<file path="src/rtl/parallax_pkg.sv">
// Shared constants and types for parallax_engine.
//   SINE       : 64-entry 5-bit terrain profile, round(15.5 + 15.5*sin(2*pi*c/64))
//   PALETTE    : 8 RRGGBB colours (2 bits per channel)
//   fade_state_e : fade sequencer states (used when PARALLAX_FADE_EN is defined)
package parallax_pkg;

    localparam int unsigned MAX_LAYERS = 4;

    localparam logic [4:0] SINE [64] = '{
        5'd16, 5'd17, 5'd19, 5'd20, 5'd21, 5'd23, 5'd24, 5'd25,
        5'd26, 5'd27, 5'd28, 5'd29, 5'd30, 5'd30, 5'd31, 5'd31,
        5'd31, 5'd31, 5'd31, 5'd30, 5'd30, 5'd29, 5'd28, 5'd27,
        5'd26, 5'd25, 5'd24, 5'd23, 5'd21, 5'd20, 5'd19, 5'd17,
        5'd16, 5'd14, 5'd12, 5'd11, 5'd10, 5'd8,  5'd7,  5'd6,
        5'd5,  5'd4,  5'd3,  5'd2,  5'd1,  5'd1,  5'd0,  5'd0,
        5'd0,  5'd0,  5'd0,  5'd1,  5'd1,  5'd2,  5'd3,  5'd4,
        5'd5,  5'd6,  5'd7,  5'd8,  5'd10, 5'd11, 5'd12, 5'd14
    };

    localparam logic [5:0] PALETTE [8] = '{
        6'b110000, 6'b001100, 6'b000011, 6'b111100,
        6'b001111, 6'b110011, 6'b101010, 6'b111111
    };

    typedef enum logic [1:0] {FADE_IN, SHOW, FADE_OUT, BLANK} fade_state_e;

    // Clamp one 2-bit channel to the current intensity level.
    function automatic logic [1:0] chan_min(logic [1:0] chan, logic [1:0] level);
        return (chan < level) ? chan : level;
    endfunction

endpackage

</file>
<file path="src/rtl/parallax_engine_if.sv">
// Pixel bus between the VGA timing generator / output pins and parallax_engine.
//   master : timing side, drives x, y, frame_active, v_sync, layer_en, blank_req;
//            receives r, g, b, frame_ctr
//   slave  : the engine
interface parallax_if #(
    parameter int unsigned NUM_LAYERS = 3
);
    logic [9:0]            x;
    logic [8:0]            y;
    logic                  frame_active;
    logic                  v_sync;
    logic [NUM_LAYERS-1:0] layer_en;
    logic                  blank_req;
    logic [1:0]            r;
    logic [1:0]            g;
    logic [1:0]            b;
    logic [9:0]            frame_ctr;

    modport master (
        output x, y, frame_active, v_sync, layer_en, blank_req,
        input  r, g, b, frame_ctr
    );

    modport slave (
        input  x, y, frame_active, v_sync, layer_en, blank_req,
        output r, g, b, frame_ctr
    );
endinterface

</file>
<file path="src/rtl/parallax_layer.sv">
// One sine terrain layer: scroll, sine lookup, height compare and dither.
//   x_i, y_i     : current pixel
//   frame_ctr_i  : frame counter, scroll offset is frame_ctr << INDEX
//   en_i         : layer enable
//   hit_o        : pixel is covered by this layer (combinational)
module parallax_layer
    import parallax_pkg::*;
#(
    parameter int unsigned INDEX = 0
) (
    input  logic [9:0] x_i,
    input  logic [8:0] y_i,
    input  logic [9:0] frame_ctr_i,
    input  logic       en_i,
    output logic       hit_o
);
    logic [9:0] ax;
    logic [4:0] s;
    logic [5:0] thresh;
    logic       dither_ok;
    logic       unused_bits;

    always_comb begin
        ax     = x_i + (frame_ctr_i << INDEX);
        s      = SINE[ax[8:3]];
        // 6-bit compare so the 2*INDEX offset cannot wrap
        thresh = {1'b0, s} + 6'(2 * INDEX);
        if (INDEX == 0) begin
            dither_ok = 1'b1;
        end else if (INDEX % 2 == 1) begin
            dither_ok = x_i[0] ^ y_i[0];
        end else begin
            dither_ok = x_i[0] & y_i[0];
        end
        hit_o = en_i & dither_ok & ({1'b0, y_i[8:4]} >= thresh);
    end

    assign unused_bits = ^{ax[9], ax[2:0], y_i[3:1]};

endmodule

</file>
<file path="src/rtl/parallax_engine.sv">
// Parallax sine-terrain renderer with a 2-stage pixel pipeline.
//   clk, rst_n : pixel clock, synchronous active-low reset
//   bus        : parallax_if.slave (pixel coords, v_sync, layer_en, blank_req in;
//                registered r, g, b and frame_ctr out)
// Build option PARALLAX_FADE_EN: adds the fade sequencer driving the intensity
// level; without it the level is fixed at full and blank_req forces black.
module parallax_engine
    import parallax_pkg::*;
#(
    parameter int unsigned NUM_LAYERS   = 3,
    parameter int unsigned LATENCY_REGS = 2
) (
    input logic       clk,
    input logic       rst_n,
    parallax_if.slave bus
);
    if (LATENCY_REGS != 2) begin : g_bad_latency
        $error("parallax_engine supports LATENCY_REGS == 2 only");
    end
    if (NUM_LAYERS < 1 || NUM_LAYERS > MAX_LAYERS) begin : g_bad_layers
        $error("parallax_engine supports 1..4 layers");
    end

    logic                  vs_q;
    logic                  rise;
    logic [9:0]            frame_ctr_d, frame_ctr_q;
    logic [NUM_LAYERS-1:0] hit_raw, hit_q;
    logic [2:0]            pal_idx_d [NUM_LAYERS];
    logic [2:0]            pal_idx_q [NUM_LAYERS];
    logic                  active_q;
    logic [5:0]            colour;
    logic [5:0]            rgb_d, rgb_q;
    logic [1:0]            level;

    for (genvar i = 0; i < NUM_LAYERS; i++) begin : g_layer
        parallax_layer #(
            .INDEX(i)
        ) u_layer (
            .x_i         (bus.x),
            .y_i         (bus.y),
            .frame_ctr_i (frame_ctr_q),
            .en_i        (bus.layer_en[i]),
            .hit_o       (hit_raw[i])
        );
    end

    always_comb begin
        rise        = bus.v_sync & ~vs_q;
        frame_ctr_d = rise ? frame_ctr_q + 10'd1 : frame_ctr_q;
        for (int i = 0; i < NUM_LAYERS; i++) begin
            pal_idx_d[i] = 3'(i) + frame_ctr_q[7:5];
        end
    end

`ifdef PARALLAX_FADE_EN
    fade_state_e state_d, state_q;
    logic [1:0]  level_d, level_q;
    logic [3:0]  sub_d, sub_q;
    logic        wrap;

    // A blank_req-driven transition takes precedence; a coincident wrap does
    // not step the level, the next wrap steps in the new direction.
    always_comb begin
        state_d = state_q;
        level_d = level_q;
        sub_d   = rise ? sub_q + 4'd1 : sub_q;
        wrap    = rise && (sub_q == 4'd15);
        unique case (state_q)
            FADE_IN: begin
                if (bus.blank_req) begin
                    state_d = FADE_OUT;
                end else if (wrap) begin
                    if (level_q != 2'd3) level_d = level_q + 2'd1;
                    if (level_q >= 2'd2) state_d = SHOW;
                end
            end
            SHOW: begin
                if (bus.blank_req) begin
                    state_d = FADE_OUT;
                    sub_d   = 4'd0;
                end
            end
            FADE_OUT: begin
                if (!bus.blank_req) begin
                    state_d = FADE_IN;
                end else if (wrap) begin
                    if (level_q != 2'd0) level_d = level_q - 2'd1;
                    if (level_q <= 2'd1) state_d = BLANK;
                end
            end
            BLANK: begin
                if (!bus.blank_req) state_d = FADE_IN;
            end
            default: state_d = FADE_IN;
        endcase
    end

    always_ff @(posedge clk) begin
        if (!rst_n) begin
            state_q <= FADE_IN;
            level_q <= 2'd0;
            sub_q   <= 4'd0;
        end else begin
            state_q <= state_d;
            level_q <= level_d;
            sub_q   <= sub_d;
        end
    end

    assign level = level_q;
`else
    logic blank_q;

    // blank travels with the pixel so it lines up with the 2-cycle latency
    always_ff @(posedge clk) begin
        if (!rst_n) begin
            blank_q <= 1'b0;
        end else begin
            blank_q <= bus.blank_req;
        end
    end

    assign level = 2'd3;
`endif

    always_comb begin
        colour = '0;
        // walk back to front so the lowest-index hit wins
        for (int i = int'(NUM_LAYERS) - 1; i >= 0; i--) begin
            if (hit_q[i]) colour = PALETTE[pal_idx_q[i]];
        end
        if (!active_q) colour = '0;
        rgb_d = {chan_min(colour[5:4], level), chan_min(colour[3:2], level),
                 chan_min(colour[1:0], level)};
`ifndef PARALLAX_FADE_EN
        if (blank_q) rgb_d = '0;
`endif
    end

    always_ff @(posedge clk) begin
        if (!rst_n) begin
            vs_q        <= 1'b0;
            frame_ctr_q <= '0;
            hit_q       <= '0;
            active_q    <= 1'b0;
            rgb_q       <= '0;
            for (int i = 0; i < NUM_LAYERS; i++) pal_idx_q[i] <= '0;
        end else begin
            vs_q        <= bus.v_sync;
            frame_ctr_q <= frame_ctr_d;
            hit_q       <= hit_raw;
            active_q    <= bus.frame_active;
            rgb_q       <= rgb_d;
            for (int i = 0; i < NUM_LAYERS; i++) pal_idx_q[i] <= pal_idx_d[i];
        end
    end

    assign bus.r         = rgb_q[5:4];
    assign bus.g         = rgb_q[3:2];
    assign bus.b         = rgb_q[1:0];
    assign bus.frame_ctr = frame_ctr_q;

endmodule

</file>
<file path="src/flat_wrapper.sv">
// flat-port wrapper written by rule: the top's interface ports become plain ports
module parallax_engine_flat import parallax_pkg::*;
#(
    parameter int unsigned NUM_LAYERS   = 3,
    parameter int unsigned LATENCY_REGS = 2
)
  (clk, rst_n, bus_x, bus_y, bus_frame_active, bus_v_sync, bus_layer_en, bus_blank_req, bus_r, bus_g, bus_b, bus_frame_ctr);
  parallax_if #(.NUM_LAYERS(NUM_LAYERS)) bus_i ();
  input logic clk;
  input logic rst_n;
  input wire logic [$bits(bus_i.x)-1:0] bus_x;
  input wire logic [$bits(bus_i.y)-1:0] bus_y;
  input wire logic [$bits(bus_i.frame_active)-1:0] bus_frame_active;
  input wire logic [$bits(bus_i.v_sync)-1:0] bus_v_sync;
  input wire logic [$bits(bus_i.layer_en)-1:0] bus_layer_en;
  input wire logic [$bits(bus_i.blank_req)-1:0] bus_blank_req;
  output wire logic [$bits(bus_i.r)-1:0] bus_r;
  output wire logic [$bits(bus_i.g)-1:0] bus_g;
  output wire logic [$bits(bus_i.b)-1:0] bus_b;
  output wire logic [$bits(bus_i.frame_ctr)-1:0] bus_frame_ctr;
  assign bus_i.x = bus_x;
  assign bus_i.y = bus_y;
  assign bus_i.frame_active = bus_frame_active;
  assign bus_i.v_sync = bus_v_sync;
  assign bus_i.layer_en = bus_layer_en;
  assign bus_i.blank_req = bus_blank_req;
  assign bus_r = bus_i.r;
  assign bus_g = bus_i.g;
  assign bus_b = bus_i.b;
  assign bus_frame_ctr = bus_i.frame_ctr;
  parallax_engine #(.NUM_LAYERS(NUM_LAYERS), .LATENCY_REGS(LATENCY_REGS)) u_core (.clk(clk), .rst_n(rst_n), .bus(bus_i));
endmodule
</file>
<file path="config.mk">
export PLATFORM = sky130hd
export DESIGN_NAME = parallax_engine_flat
export DESIGN_NICKNAME = d
export VERILOG_FILES = /design/src/rtl/parallax_pkg.sv /design/src/rtl/parallax_engine_if.sv /design/src/rtl/parallax_layer.sv /design/src/rtl/parallax_engine.sv /design/src/flat_wrapper.sv
export SDC_FILE = /design/constraint.sdc
export NUM_CORES = 1
export LEC_CHECK = 0
export ABC_AREA = 1
export BUFFER_PORTS_ARGS = -buffer_cell sky130_fd_sc_hd__buf_2
export CAP_MARGIN = 5
export CORE_ASPECT_RATIO = 0.7
export CORE_UTILIZATION = 45
export CTS_CLUSTER_DIAMETER = 150
export DETAILED_ROUTE_END_ITERATION = 8
export PLACE_DENSITY = 0.78
export SYNTH_ARGS = -nofsm -noshare
export SYNTH_HDL_FRONTEND = slang
export SYNTH_SLANG_ARGS = --single-unit
</file>
<file path="constraint.sdc">
create_clock -name clk -period 3.4 [get_ports clk]
set_input_delay 0.17 -clock clk [delete_from_list [all_inputs] [get_ports clk]]
set_output_delay 0.17 -clock clk [all_outputs]
set_load 0.1 [all_outputs]
</file>
==> metrics.md <==
| Metric | Value |
|---|---|
| Status | completed |
| Commonest cells post-synth | nand2_1 (184), inv_1 (113), nand3_1 (81) |
| Initial core utilization | 0.472 |
| Gr usage total | 0.242 |
| Grt ovf | 0 |
| Mapped Nets | 753 |
| Syn_area_per_cell | 6.20 um2 |
| Root Driver | clkbuf_16 |
| Part of the power in registers | 0.244 |
| Setup tns final | 0 ns |
| Routed WL per cell | 13.5 um |
| Register area | 617 um2 |
| Worst setup EP type | register |
| Count leader, synth | nand2_1 |
| CORE AREA | 8620 um2 |
| Sw Share | 0.386 |
| Routed vias | 4455 |
| H-tree levels | 2 |
| Die ar. | 9440 um2 |
| P per Cell Area | 302 nW/um2 |
| Top cells by area, synth | ha_1 (21%), nand2_1 (17%), dfxtp_1 (15%), inv_1 (10%), nand3_1 (10%) |
| Initial antenna violation count | 0 |
| Total CTS buffers | 5 |
| Multi-input logic area | 3140 um2 |
| Iteration-0 DRC count of the detailed router | 279 |
| Number of fillers in the final layout | 831 |
| Fin Hold WS | 0.0778 ns |
| Number of vias per cell | 5.24 |
| Tcrit/Tclk final | 0.967 |
| RSZ-0062 raised after global routing | true |
| Cell variety after synth | 40 |
| Max Cap Viol | 0 |
| Clock Skew | 0.00289 ns |
| Post-synth top flop | dfxtp_1 |
| Routed Antenna Nets | 0 |
| Crit path max fanout | 9 |
| Worst-margin pin slew | 0.492 ns |
| Synth top area share | 0.212 |
| IO Pins | 43 |
| Max Fclk | 304 MHz |
| IO Port Bufs | 38 |
| Layout cell share with drive strength beyond 1 | 0.196 |
| Post-Syn Instances | 656 |
| Worst Path Required | 3.57 ns |
| Combinational power share | 0.462 |
| Leakage | 0.00276 uW |
| Clock share of power | 0.294 |
| TritonCTS clock tree | built |
| Min-Delay Path Class | input port to register |
| Clock Sinks | 30 |
| Sequential area share after synthesis | 0.148 |
| Ant. Diodes | 0 |
| Critical Path Source Type | register |
| Leading area contributor after synthesis | ha_1 |
| Final count of negative-setup-slack endpoints | 0 |
| Drt pass-1 iters | 5 |
| Worst-Skew Late Latency | 0.27 ns |
| Rel. slew slack | 0.675 |
| Internal power | 924 uW |
| HPWL after DPL | 8870 um |
| DRC viols | 0 |
| Total Power Consumption | 1510 uW |
| Ys Warns | 0 |
| Largest net degree at the start of global routing | 20 |
| Final Hold Fails | 0 |
| Syn-to-layout area delta | 22.6% |
| Pins Over Slew Limit | 0 |
| RD Place Congestion | 0.907 |
| Hold-fix buffers, CTS | 0 |
| Mapped cell area | 4070 um2 |
| Final min period | 3.29 ns |
| EDFF count, synth | 0 |
| Cell Rows | 28 |
| Clock Path Buffers | 2 |
| Vias in the first global route | 3857 |
| Chip width | 116 um |
| Critical Path AT | 3.46 ns |
| Worst setup path class | register to register |
| #FFs+latches synth | 30 |
| Sw Pwr | 581 uW |
| Die height | 81.6 um |
| First-pass GRT wire length | 18200 um |
| Post-Route WL | 11500 um |
| Peak supply drop | 162 uV |
| Asr flop ratio synth | 0 |
| Nets@finish | 827 |
| CTS clk-pin slew, worst paths | 0.05 ns |
[through the flow]
stage	util	instances	setup WS, ns	cell area [um2]
final	0.579	851	0.112	4990
after CTS	0.550	840	0.00389	4740
after detailed placement	0.529	830	0.00970	4560
after floorplan	-	656	0.0301	4090
after global routing	0.579	851	-0.0809	4990
after global placement	0.529	830	0.0481	4560
[registers in the layout, indices dropped and copies added (netlist names)]
signal and cells:
u_core.active_q 1, u_core.pal_idx_q 8, u_core.bus.frame_ctr 10, u_core.hit_q 3, u_core.rgb_q 6, u_core.blank_q 1
u_core.vs_q 1
[cell families after synthesis]
group	after synthesis	synth area share
DFF	30	0.148
xor gates and xnor gates	15	0.0415
buffers and inverters	125	0.123
and+or+nand+nor	325	0.342
AOI/OAI and AO/OA	91	0.128
adders and majority gates	70	0.217
[critical path, cell delays in order (launching register included)]
cell	delay, ns
dfxtp_2	0.36
ha_1	0.34
nand2_1	0.08
inv_1	0.12
nand4_1	0.16
nand3_1	0.13
nand2_1	0.07
nand2_1	0.06
nand2_1	0.09
nand2_4	0.16
clkinvlp_4	0.17
buf_4	0.17
o21ai_0	0.08
o21ai_0	0.13
nand2_1	0.07
nand3_1	0.06
nand2_1	0.10
ha_1	0.25
a21oi_2	0.13
o21bai_1	0.07
a21o_1	0.18
a21oi_2	0.14
nor2_1	0.05
[placed cells by master (no fill, tap or decap), types with 2 or more instances in the layout]
master / n
a21oi_2: 6
o211ai_1: 7
o21ai_2: 7
o21ai_0: 27
buf_2: 38
ha_4: 5
a31oi_1: 2
nor3_1: 6
nand3b_1: 3
o2111ai_1: 2
nand3_1: 81
inv_1: 105
a21boi_0: 3
dfxtp_4: 4
o21bai_1: 4
dfxtp_1: 25
xor2_1: 6
ha_1: 63
nand4_1: 5
nand2_4: 3
nand2_2: 10
a21oi_1: 18
xor2_2: 4
inv_2: 6
xnor2_1: 3
o21ai_1: 8
nor2_1: 34
o21a_1: 3
clkinvlp_4: 3
buf_4: 38
clkbuf_16: 5
nand2_1: 175
[worst paths after layout]
kind	startpoint	to	slack [ns]	depth (start not counted)
min	bus_blank_req	u_core.blank_q$_SDFF_PN0_	0.08	3
min reg2reg	u_core.bus.frame_ctr[9]$_SDFFE_PN0P_	u_core.bus.frame_ctr[9]$_SDFFE_PN0P_	0.48	1
max	u_core.bus.frame_ctr[4]$_SDFFE_PN0P_	u_core.hit_q[0]$_SDFF_PN0_	0.11	22
max reg2reg	u_core.bus.frame_ctr[4]$_SDFFE_PN0P_	u_core.hit_q[0]$_SDFF_PN0_	0.11	22
[metal layers]
layer	track usage	vias up	wire, um
met1	0.365	2046	5780
met3	0.0280	14	650
met5	0	-	0
li1	-	2255	-
met2	0.367	140	4860
met4	0.0449	0	159
[power groups by stage]
stage               clock network [uW]  logic (uW)  registers [uW]
floorplan                            0         407             396
global placement                     0         591             373
detailed placement                   0         604             374
CTS                                444         619             367
global route                       464         785             367
finish                             442         696             367
[area by class of cell]
class                      count  area share
timing repair buffer          77      0.0975
sequential                    30       0.124
inverter                     115      0.0892
multi-input combinational    501       0.630
tap                          120      0.0301
clock buffer                   7      0.0286
clock inverter                 1     0.00100
[repair_timing]
item                                    4_1_cts  5_1_grt
endpoints found under the hold margin         0        0
resized for setup                             2       52
endpoints found under the setup margin        3        3
buffers inserted                              2       11
pin swaps                                     1       12
(Power assumes the default switching activity.)
